### config.mk
export PLATFORM = sky130hd
export DESIGN_NAME = uart_tx_arbiter_flat
export DESIGN_NICKNAME = d
export VERILOG_FILES = /design/src/rtl/uart_tx_arbiter_if.sv /design/src/rtl/uart_tx_arbiter.sv /design/src/flat_wrapper.sv
export SDC_FILE = /design/constraint.sdc
export NUM_CORES = 1
export LEC_CHECK = 0
export CAP_MARGIN = 20
export CORE_MARGIN = 8
export CORE_UTILIZATION = 45
export DETAILED_ROUTE_END_ITERATION = 7
export PLACE_DENSITY_LB_ADDON = 0.05
export SLEW_MARGIN = 20
export SYNTH_ARGS = -nofsm -noshare
export SYNTH_HDL_FRONTEND = slang
export SYNTH_SLANG_ARGS = --single-unit
### constraint.sdc
create_clock -name i_clock -period 4.2 [get_ports i_clock]
set_clock_uncertainty 0.05 [all_clocks]
set_input_delay 1.05 -clock i_clock [delete_from_list [all_inputs] [get_ports i_clock]]
set_output_delay 1.05 -clock i_clock [all_outputs]
set_load 0.01 [all_outputs]
### src/rtl/uart_tx_arbiter_if.sv
// uart_tx_arbiter_if
//   Groups the signals between the UART TX arbiter and the rest of the
//   system, which is the byte requesters, the baud generator and the TX core.
//   The clock and reset are not part of this interface.
//   Signals:
//     i_tick      16x baud tick pulse from the baud-rate generator
//     i_req       per-requester level request
//     i_data      requester k byte in bits [k*DATA_BITS +: DATA_BITS]
//     i_tx_done   frame-complete pulse from the TX core
//     o_grant     one-hot, one-cycle acknowledge to the winning requester
//     o_tx_start  one-cycle start pulse to the TX core
//     o_tx_data   byte latched for the current frame
//     o_owner     index of the current or last granted requester
//     o_busy      arbiter is not idle
//   Modports:
//     slave       the arbiter itself
//     master      the surrounding system that drives the arbiter
interface uart_tx_arbiter_if #(
  parameter int N_REQ     = 4,
  parameter int DATA_BITS = 8
);
  localparam int OWN_BITS = $clog2(N_REQ);

  logic                       i_tick;
  logic [N_REQ-1:0]           i_req;
  logic [N_REQ*DATA_BITS-1:0] i_data;
  logic                       i_tx_done;
  logic [N_REQ-1:0]           o_grant;
  logic                       o_tx_start;
  logic [DATA_BITS-1:0]       o_tx_data;
  logic [OWN_BITS-1:0]        o_owner;
  logic                       o_busy;

  modport slave (
    input  i_tick, i_req, i_data, i_tx_done,
    output o_grant, o_tx_start, o_tx_data, o_owner, o_busy
  );

  modport master (
    output i_tick, i_req, i_data, i_tx_done,
    input  o_grant, o_tx_start, o_tx_data, o_owner, o_busy
  );
endinterface

### src/rtl/uart_tx_arbiter.sv
// uart_tx_arbiter
//   Lets N_REQ byte requesters share one UART transmitter core. When the
//   arbiter is idle it picks a requester round-robin, latches that
//   requester's byte and acknowledges it with a one-cycle grant. It then
//   pulses the TX core start for one cycle and waits for the frame-done
//   pulse. After that it waits out an inter-frame gap of GAP_TICKS 16x baud
//   ticks before it arbitrates again.
//   Ports:
//     i_clock  system clock
//     i_reset  synchronous, active-high reset
//     bus      uart_tx_arbiter_if.slave, which carries the requests, data,
//              tick, tx_done, grant, tx_start, tx_data, owner and busy
//              signals
module uart_tx_arbiter #(
  parameter int N_REQ     = 4,
  parameter int DATA_BITS = 8,
  parameter int GAP_TICKS = 16
) (
  input  logic                 i_clock,
  input  logic                 i_reset,
  uart_tx_arbiter_if.slave     bus
);
  localparam int OWN_BITS = $clog2(N_REQ);
  // The counter only has to hold values up to GAP_TICKS-1. It stops at that
  // value and never wraps.
  localparam int GAP_W = (GAP_TICKS > 1) ? $clog2(GAP_TICKS) : 1;
  localparam logic [GAP_W-1:0]    GAP_LAST = GAP_W'((GAP_TICKS > 0) ? GAP_TICKS - 1 : 0);
  localparam logic [OWN_BITS-1:0] LAST_IDX = OWN_BITS'(N_REQ - 1);

  typedef enum logic [1:0] {IDLE, START, WAIT_DONE, GAP} state_t;

  state_t                state_reg;
  logic [OWN_BITS-1:0]   ptr_reg;
  logic [OWN_BITS-1:0]   owner_reg;
  logic [GAP_W-1:0]      gap_cnt_reg;
  logic [N_REQ-1:0]      grant_reg;
  logic                  tx_start_reg;
  logic                  busy_reg;
  logic [DATA_BITS-1:0]  tx_data_reg;

  logic [DATA_BITS-1:0]  req_byte [N_REQ];
  logic                  win_valid;
  logic [OWN_BITS-1:0]   win_idx;
  logic [OWN_BITS:0]     cand_sum;
  logic [OWN_BITS-1:0]   cand_idx;

  generate
    for (genvar gi = 0; gi < N_REQ; gi++) begin : g_bytes
      assign req_byte[gi] = bus.i_data[gi*DATA_BITS +: DATA_BITS];
    end
  endgenerate

  // Round-robin search. The loop scans from the farthest offset down to the
  // pointer, so the last match it records is the set bit closest to the
  // pointer going upward. Each candidate index is formed one bit wider and
  // folded back, so the wrap also works when N_REQ is not a power of two.
  always_comb begin
    win_valid = 1'b0;
    win_idx   = '0;
    cand_sum  = '0;
    cand_idx  = '0;
    for (int k = N_REQ - 1; k >= 0; k--) begin
      cand_sum = {1'b0, ptr_reg} + (OWN_BITS+1)'(k);
      if (cand_sum >= (OWN_BITS+1)'(N_REQ))
        cand_sum = cand_sum - (OWN_BITS+1)'(N_REQ);
      cand_idx = cand_sum[OWN_BITS-1:0];
      if (bus.i_req[cand_idx]) begin
        win_valid = 1'b1;
        win_idx   = cand_idx;
      end
    end
  end

  always_ff @(posedge i_clock) begin
    if (i_reset) begin
      state_reg    <= IDLE;
      ptr_reg      <= '0;
      owner_reg    <= '0;
      gap_cnt_reg  <= '0;
      grant_reg    <= '0;
      tx_start_reg <= 1'b0;
      busy_reg     <= 1'b0;
      tx_data_reg  <= '0;
    end else begin
      // Grant and start are single-cycle pulses unless set again below.
      grant_reg    <= '0;
      tx_start_reg <= 1'b0;
      case (state_reg)
        IDLE: begin
          if (win_valid) begin
            grant_reg   <= N_REQ'(1) << win_idx;
            tx_data_reg <= req_byte[win_idx];
            owner_reg   <= win_idx;
            ptr_reg     <= (win_idx == LAST_IDX) ? '0 : win_idx + 1'b1;
            busy_reg    <= 1'b1;
            state_reg   <= START;
          end
        end
        START: begin
          tx_start_reg <= 1'b1;
          state_reg    <= WAIT_DONE;
        end
        WAIT_DONE: begin
          // A tick that arrives in the same cycle as tx_done is not counted
          // toward the gap, because counting only starts in GAP.
          if (bus.i_tx_done) begin
            if (GAP_TICKS == 0) begin
              state_reg <= IDLE;
              busy_reg  <= 1'b0;
            end else begin
              gap_cnt_reg <= '0;
              state_reg   <= GAP;
            end
          end
        end
        GAP: begin
          if (bus.i_tick) begin
            if (gap_cnt_reg == GAP_LAST) begin
              state_reg <= IDLE;
              busy_reg  <= 1'b0;
            end else begin
              gap_cnt_reg <= gap_cnt_reg + 1'b1;
            end
          end
        end
        default: begin
          state_reg <= IDLE;
          busy_reg  <= 1'b0;
        end
      endcase
    end
  end

  assign bus.o_grant    = grant_reg;
  assign bus.o_tx_start = tx_start_reg;
  assign bus.o_tx_data  = tx_data_reg;
  assign bus.o_owner    = owner_reg;
  assign bus.o_busy     = busy_reg;
endmodule

### src/flat_wrapper.sv
// flat-port wrapper written by rule: the top's interface ports become plain ports
module uart_tx_arbiter_flat 
#(
  parameter int N_REQ     = 4,
  parameter int DATA_BITS = 8,
  parameter int GAP_TICKS = 16
)
  (i_clock, i_reset, bus_i_tick, bus_i_req, bus_i_data, bus_i_tx_done, bus_o_grant, bus_o_tx_start, bus_o_tx_data, bus_o_owner, bus_o_busy);
  uart_tx_arbiter_if #(.N_REQ(N_REQ), .DATA_BITS(DATA_BITS)) bus_i ();
  input  logic i_clock;
  input  logic i_reset;
  input wire logic [$bits(bus_i.i_tick)-1:0] bus_i_tick;
  input wire logic [$bits(bus_i.i_req)-1:0] bus_i_req;
  input wire logic [$bits(bus_i.i_data)-1:0] bus_i_data;
  input wire logic [$bits(bus_i.i_tx_done)-1:0] bus_i_tx_done;
  output wire logic [$bits(bus_i.o_grant)-1:0] bus_o_grant;
  output wire logic [$bits(bus_i.o_tx_start)-1:0] bus_o_tx_start;
  output wire logic [$bits(bus_i.o_tx_data)-1:0] bus_o_tx_data;
  output wire logic [$bits(bus_i.o_owner)-1:0] bus_o_owner;
  output wire logic [$bits(bus_i.o_busy)-1:0] bus_o_busy;
  assign bus_i.i_tick = bus_i_tick;
  assign bus_i.i_req = bus_i_req;
  assign bus_i.i_data = bus_i_data;
  assign bus_i.i_tx_done = bus_i_tx_done;
  assign bus_o_grant = bus_i.o_grant;
  assign bus_o_tx_start = bus_i.o_tx_start;
  assign bus_o_tx_data = bus_i.o_tx_data;
  assign bus_o_owner = bus_i.o_owner;
  assign bus_o_busy = bus_i.o_busy;
  uart_tx_arbiter #(.N_REQ(N_REQ), .DATA_BITS(DATA_BITS), .GAP_TICKS(GAP_TICKS)) u_core (.i_clock(i_clock), .i_reset(i_reset), .bus(bus_i));
endmodule
==> results.txt, run 1 <==
The flow ran to the end, and the final reports show no timing, DRC or antenna violations. The CTS tree is done. In the final layout, the share of cells above drive strength 1 is 8.51%.

The placer's final routability congestion estimate is 0.764. Global routing finished with a remaining overflow of 0. Counting both buffers and inverters, the worst setup path holds a total of 1.

The post-cts hold buffer count is 0. The number of nets still failing antenna checks after routing came out at 0. The setup fix buffers added after clock tree synthesis is 0. The horizontal die dimension is 70.4 µm. The flip-flop count of the largest register after layout is 8. In this run the number of H-tree levels came out at 1. The maximum number of buffers from clock root to sink came out at 2. The worst path needs 2.66 ns of the cycle, external delays included. The critical path data arrival time is 2.83 ns. The distinct cell type count of the synthesized netlist came out at 39.

Leaving out fill and tap cells, the most frequent cells in the layout are sky130_fd_sc_hd__clkdlybuf4s50_1 (55), sky130_fd_sc_hd__dfxtp_1 (24), sky130_fd_sc_hd__mux2i_1 (18). The count of final hold-check violations is 0. The routed wirelength normalized by instance count is 16.2 µm. Across the VDD grid, the largest voltage drop is 0.000358 V. The detailed-route wire length is 3540 µm. The area used by sequential logic in the layout came out at 480 µm². The average instance area after synthesis is 9.88 µm². The final clock period utilization by the worst path is 63.3%.

The area enclosed by the die boundary came out at 4960 µm². Before antenna repair, the detailed router went through 4 iterations. The layout-stage area growth over the synthesis result is 44.2%.

The power density relative to cell area came out at 532 nW/µm². The worst setup path is of the primary input to register kind. For the worst-skew pair, the clock arrives at the later sink with an insertion delay of 0.32 ns. The delay of the slowest cell on the worst path is 0.54 ns. The ratio of routed vias to standard cells came out at 5.45. The global router's overall resource usage came out at 14.1%.

Clock tree synthesis selected as its root buffer the cell sky130_fd_sc_hd__clkbuf_4. The highest achievable clock rate came out at 376 MHz. The clock transition time at the flip-flop clock pins of the worst setup and hold paths came out at 0.14 ns.

The number of antenna violations at the first check in global routing is 0. Entering global routing, the biggest net connects 24 pins. The synthesized design contains 24 register bits. In this run the worst path has a maximum fanout of 21.

The slowest cell on the critical path is sky130_fd_sc_hd__nor2_4. The number of top-level pins is 56. The library cell used most frequently in the layout, excluding fill and tap cells, is sky130_fd_sc_hd__clkdlybuf4s50_1.

The global-route wire length before repair came out at 5920 µm. The worst hold path belongs to the class register to register. The total area of multi-input combinational cells is 786 µm². The yosys synthesis warning count is 0. Row generation in the floorplan step produced 19 rows. At the end of the flow, the number of nets in the layout was 234. The number of input and output port buffers inserted is 55.

The number of fill cells in the layout is 235. At the pin with the least slew margin, the transition time is 0.831 ns. Traced cell by cell, the critical path runs through clkdlybuf4s50_1, mux2i_1, o22ai_1, nor2_4, mux2i_1, o221ai_2. The sequential cell area fraction in the yosys report is 36.0%. STA classifies the critical path startpoint as a primary input. The kind of end point of the critical path is a register. The placeable core region came out at 2780 µm². The gate count of the mapped netlist is 135.

The cell family contributing the most delay on the critical path is simple AND/OR/NAND/NOR gates. The final setup violation count came out at 0. The HPWL reported at the end of detailed placement is 2720 µm. The number of pins with negative max-slew slack in the final report came out at 0.

The detailed-route DRC error count is 0. The number of gates resized after CTS came out at 0. The initial utilization of the core area, before any placement, comes to 48.0%.

The die span in y came out at 70.4 µm. Setup repair after global routing left no endpoint under its margin. In this run the static leakage power is 0.740 nW. The number of inserted diodes came out at 0.

The via count of the first global-routing pass came to 1289. The aggregate negative setup slack is 0 ns. The worst slew margin relative to its limit came out at 44.4%. The tool flagged a number of max-cap violations equal to 0.

The violation count after the first detailed-routing iteration came out at 50. The number of CTS-inserted buffers is 3. The total power after layout came out at 1.02 mW. The tree built by TritonCTS fans out to 24 sinks.

The number of vias after detailed routing came out at 1193. The post-synthesis cell area is 1330 µm². In this design, the critical path's most frequently occurring cell is sky130_fd_sc_hd__mux2i_1. The synthesized netlist net count came out at 180. The required arrival time at the worst endpoint is 4.37 ns.
## layout make-up
class	instances	share of cell area, %
repair buffers	55	28.6
inverters	4	0.781
multi-input cells	101	40.9
well taps	31	2.02
clock inverters	1	1.56
clock buffers	3	1.17
flip-flops and latches	24	25.0
## power breakdown
part           internal (mW)  total [mW]  switching, mW
registers              0.296       0.342         0.0461
logic                  0.256       0.512          0.257
clock network         0.0965       0.169         0.0725
## synth_stat cells
cell type,n,area share [%]
sky130_fd_sc_hd__nand2_1,9,2.5
sky130_fd_sc_hd__buf_6,2,1.7
sky130_fd_sc_hd__inv_1,4,1.1
sky130_fd_sc_hd__o21bai_1,1,0.56
sky130_fd_sc_hd__nor2_2,1,0.47
sky130_fd_sc_hd__buf_4,1,0.56
sky130_fd_sc_hd__ha_1,5,4.7
sky130_fd_sc_hd__nor4_1,2,0.94
sky130_fd_sc_hd__o221ai_1,3,2.0
sky130_fd_sc_hd__nor2_1,5,1.4
sky130_fd_sc_hd__and3_1,4,1.9
sky130_fd_sc_hd__a21oi_1,8,3.0
sky130_fd_sc_hd__nand4_1,1,0.47
sky130_fd_sc_hd__nand3b_1,8,4.5
sky130_fd_sc_hd__o211ai_1,1,0.56
sky130_fd_sc_hd__nor3_1,3,1.1
sky130_fd_sc_hd__nand2b_1,2,0.94
sky130_fd_sc_hd__o21ai_1,1,0.37
sky130_fd_sc_hd__o22ai_1,2,0.94
sky130_fd_sc_hd__nand2_2,1,0.47
sky130_fd_sc_hd__nand2_4,2,1.7
sky130_fd_sc_hd__xor2_1,2,1.3
sky130_fd_sc_hd__buf_8,1,1.1
sky130_fd_sc_hd__mux2i_1,18,14
sky130_fd_sc_hd__o22a_1,1,0.66
sky130_fd_sc_hd__nand3_1,3,1.1
sky130_fd_sc_hd__or4_4,1,0.84
sky130_fd_sc_hd__clkbuf_1,2,0.56
sky130_fd_sc_hd__dfxtp_1,24,36
sky130_fd_sc_hd__nand4b_1,1,0.66
sky130_fd_sc_hd__o221ai_2,5,5.6
sky130_fd_sc_hd__and2_1,1,0.47
sky130_fd_sc_hd__nor2_4,1,0.84
sky130_fd_sc_hd__a211oi_1,3,1.7
sky130_fd_sc_hd__a21boi_0,1,0.56
sky130_fd_sc_hd__a211oi_2,1,0.94
sky130_fd_sc_hd__nor2b_1,2,0.94
sky130_fd_sc_hd__xnor2_1,1,0.66
sky130_fd_sc_hd__o21a_1,1,0.56
## layer usage
| layer | track usage (%) | vias up | routed length, µm |
|---|---|---|---|
| li1 | - | 607 | - |
| met1 | 15.6 | 548 | 1440 |
| met2 | 24.1 | 34 | 1790 |
| met3 | 4.94 | 4 | 275 |
| met4 | 5.13 | 0 | 36 |
| met5 | 0 | - | 0 |
## logic make-up after synthesis
logic type / share of synthesized area (%)
multiplexers: 13.5
XOR/XNOR: 1.97
AO/OA/AOI/OAI: 17.4
adder cells (fa/ha/maj): 4.69
AND/OR/NAND/NOR: 21.3
flip-flops: 36.0
buffers and inverters: 5.07
## metrics by stage
step                util (%)  setup WS, ns  hold slack [ns]  cell area, µm²  std cells
finish                  69.1          1.54            0.414            1920        219
CTS                     69.1          1.53            0.419            1920        219
floorplan                  -          1.97            0.394            1330        135
detailed placement      67.3          1.17            0.400            1870        215
global placement        67.3          1.23            0.397            1870        215
global route            69.1          1.39            0.449            1920        219
## final timing paths
kind,endpoint,slack [ns],startpoint,cells past startpoint
max,u_core.bus.o_tx_data[3],1.54,bus_i_req[0],6
min,u_core.bus.o_owner[1],0.41,u_core.bus.o_owner[1],2
min reg2reg,u_core.bus.o_owner[1],0.41,u_core.bus.o_owner[1],2
max reg2reg,u_core.bus.o_tx_data[3],2.23,u_core.ptr_reg[1],5
## tightest hold or removal path, stage by stage, from the launching register on
cell	delay, ns
sky130_fd_sc_hd__dfxtp_1	0.33
sky130_fd_sc_hd__nand2_1	0.05
sky130_fd_sc_hd__a21oi_1	0.05
No activity file was read; power rests on OpenSTA's default activity.
==> run 2, diff against run 1 <==
CORE_UTILIZATION = 42   (was 45)
clock period = 2.6 ns   (was 4.2 ns; I/O delays follow)
==> run 2 against run 1 <==
Effect of this change:
- sequential share of layout area decreased by 0.19 points
- core utilization decreased by 5.1 points
- routed wire length decreased by 0.34%
- cell area increased by 0.78%
- largest power group unchanged
- highest routed layer unchanged
==> results.txt, run 2 (synthesis results as in run 1) <==
The total of max-cap violations is 0 (unchanged). The CTS tree is done (unchanged). The global-route congestion overflow total is 0 (unchanged). The kind of critical path was primary input to register (unchanged). The most common library cell in the layout ignoring fill and taps is sky130_fd_sc_hd__clkdlybuf4s50_1 (unchanged). The global router's overall resource usage was 13.3% (was 14.1%).

The count of nets after finishing came out at 236 (was 234). The HPWL reported at the end of detailed placement came out at 2780 µm (was 2720 µm). The number of pins with negative max-slew slack in the final report is 0 (unchanged). The kind of end point of the critical path is a register (unchanged).

The largest net degree at the start of global routing came out at 23 (was 24). The post-place instance area is 1900 µm² (was 1870 µm²). The worst path uses 87.5% of the clock period. The global-route wire length before repair came out at 5740 µm (was 5920 µm). The number of nets still failing antenna checks after routing is 0 (unchanged).

The placer's final routability congestion estimate is 0.786 (was 0.764). The critical path data arrival time is 2.42 ns (was 2.83 ns). The final setup violation count came to 0 (unchanged). The horizontal die dimension was 72.4 µm (was 70.4 µm).

The layout-stage area growth over the synthesis result came to 45.3% (was 44.2%). The die span in y was 72.4 µm (was 70.4 µm). The detailed-route wire length came out at 3530 µm (was 3540 µm). The type of element launching the critical path was a primary input (unchanged). The worst voltage drop across the vdd grid is 0.000364 V (was 0.000358 V).

The post-cts hold buffer count came to 0 (unchanged). The final worst hold slack was 0.420 ns (was 0.414 ns). The power density relative to cell area is 824 nW/µm² (was 532 nW/µm²). The final critical-path setup slack is 0.325 ns (was 1.54 ns). The setup fix buffers added after clock tree synthesis is 0 (unchanged).

The number of gates resized after CTS came to 0 (unchanged). The number of input and output port buffers inserted came to 55 (unchanged). The static power due to leakage came to 0.743 nW (was 0.740 nW). The area enclosed by the die boundary came to 5240 µm² (was 4960 µm²). The first-pass iteration count of the detailed router came out at 4 (unchanged). The number of cell rows came to 20 (was 19). The H-tree level count came to 1 (unchanged). The clock insertion delay at the later pin of the skew report was 0.31 ns (was 0.32 ns). The count of final hold-check violations came to 0 (unchanged). The violation count after the first detailed-routing iteration came to 45 (was 50).

The number of vias after detailed routing came out at 1204 (was 1193). The required arrival time at the worst endpoint came out at 2.75 ns (was 4.37 ns). Outcome: finished clean (unchanged). The number of inserted diodes is 0 (unchanged). The area of all placed cells without fillers is 1940 µm² (was 1920 µm²).

The worst hold path class is register to register (unchanged). The post-placement worst setup slack was -0.0173 ns (was 1.17 ns). The total clock sinks came out at 24 (unchanged). The clock period could shrink to 2.28 ns.

The root buffer cell was sky130_fd_sc_hd__clkbuf_4 (unchanged). The maximum number of buffers from clock root to sink came out at 2 (unchanged). Commonest non-fill, non-tap cells in the layout: sky130_fd_sc_hd__clkdlybuf4s50_1 (55), sky130_fd_sc_hd__dfxtp_1 (24), sky130_fd_sc_hd__mux2i_1 (18) (unchanged).

The number of antenna violations at the first check in global routing came out at 0 (unchanged). The largest fanout on the critical path was 21 (unchanged). The number of CTS-inserted buffers was 3 (unchanged). The placeable core region was 3030 µm² (was 2780 µm²). The flip-flop count of the largest register after layout was 8 (unchanged).

Unrepaired setup endpoints after global routing: no (unchanged). The effective utilization at floorplan was 44.0% (was 48.0%). The routed wirelength normalized by instance count came out at 15.1 µm (was 16.2 µm). The count of cells along the worst hold path came to 2 (unchanged). The number of cell instances on the worst register-to-register path came out at 5 (unchanged). The worst slew margin relative to its limit is 54.8% (was 44.4%). The detailed-route DRC error count is 0 (unchanged).

The number of top-level pins is 56 (unchanged). The via count of the first global-routing pass is 1252 (was 1289). The highest achievable clock rate came out at 440 MHz. The ratio of routed vias to standard cells is 5.15 (was 5.45). The transition at the pin with the smallest max-transition slack came out at 0.677 ns (was 0.831 ns). The clock transition time at the flip-flop clock pins of the worst setup and hold paths is 0.14 ns (about the same). The share of final-layout standard cells stronger than drive strength 1 is 9.47% (was 8.51%).
==> run 2: cell types whose count changed in the layout (fill, tap and decap cells not counted) <==
cell / previous run / this run
sky130_fd_sc_hd__buf_4: 0 / 2
sky130_fd_sc_hd__bufinv_16: 1 / 0
sky130_fd_sc_hd__clkbuf_8: 0 / 1
==> run 2: through the flow <==
step	std cells	total power [mW]	utilization [%]	TNS [ns]
floorplan	135	1.12	-	0
global placement	230	1.39	62.8	0
detailed placement	230	1.42	62.8	-0.0617
CTS	234	1.62	64.0	0
global route	234	1.72	64.0	0
finish	234	1.60	64.0	0
==> run 2: cell type report <==
cell class              count  area, µm²
clock buffers               4       36.3
fillers                   277       1090
inverters                   4       15.0
multi-input cells         101        786
flip-flops and latches     24        480
well taps                  44       55.1
repair buffers             57        566
==> run 2: layer usage <==
metal	routed length [µm]	vias to the layer above	track usage (%)
li1	-	608	-
met1	1450	567	15.0
met2	1800	27	23.2
met3	264	2	4.68
met4	12	0	2.72
met5	0	-	0
==> run 2: final timing paths <==
check | start | to | slack [ns]
setup reg to reg | u_core.ptr_reg[1] | u_core.bus.o_tx_data[2] | 0.60
setup / recovery | bus_i_req[0] | u_core.bus.o_tx_data[2] | 0.32
hold reg to reg | u_core.bus.o_owner[1] | u_core.bus.o_owner[1] | 0.42
hold / removal | u_core.bus.o_owner[1] | u_core.bus.o_owner[1] | 0.42
==> run 2: critical path: stages <==
cell and delay (ns):
sky130_fd_sc_hd__clkdlybuf4s50_1 0.48, sky130_fd_sc_hd__mux2i_1 0.16, sky130_fd_sc_hd__o22ai_1 0.15, sky130_fd_sc_hd__nor2_4 0.55, sky130_fd_sc_hd__mux2i_1 0.31, sky130_fd_sc_hd__o221ai_2 0.12
==> run 2: power breakdown <==
group	switching, mW	leakage [nW]	internal (mW)
combinational	0.421	0.525	0.426
clock	0.113	0.0210	0.0854
sequential	0.0729	0.197	0.478
total	0.607	0.743	0.990
==> run 3, diff against run 2 <==
CTS_CLUSTER_SIZE = 16   (was unset)
==> results of run 3 <==
Same layout as run 2: the final DEF is identical, and so are final timing and power.
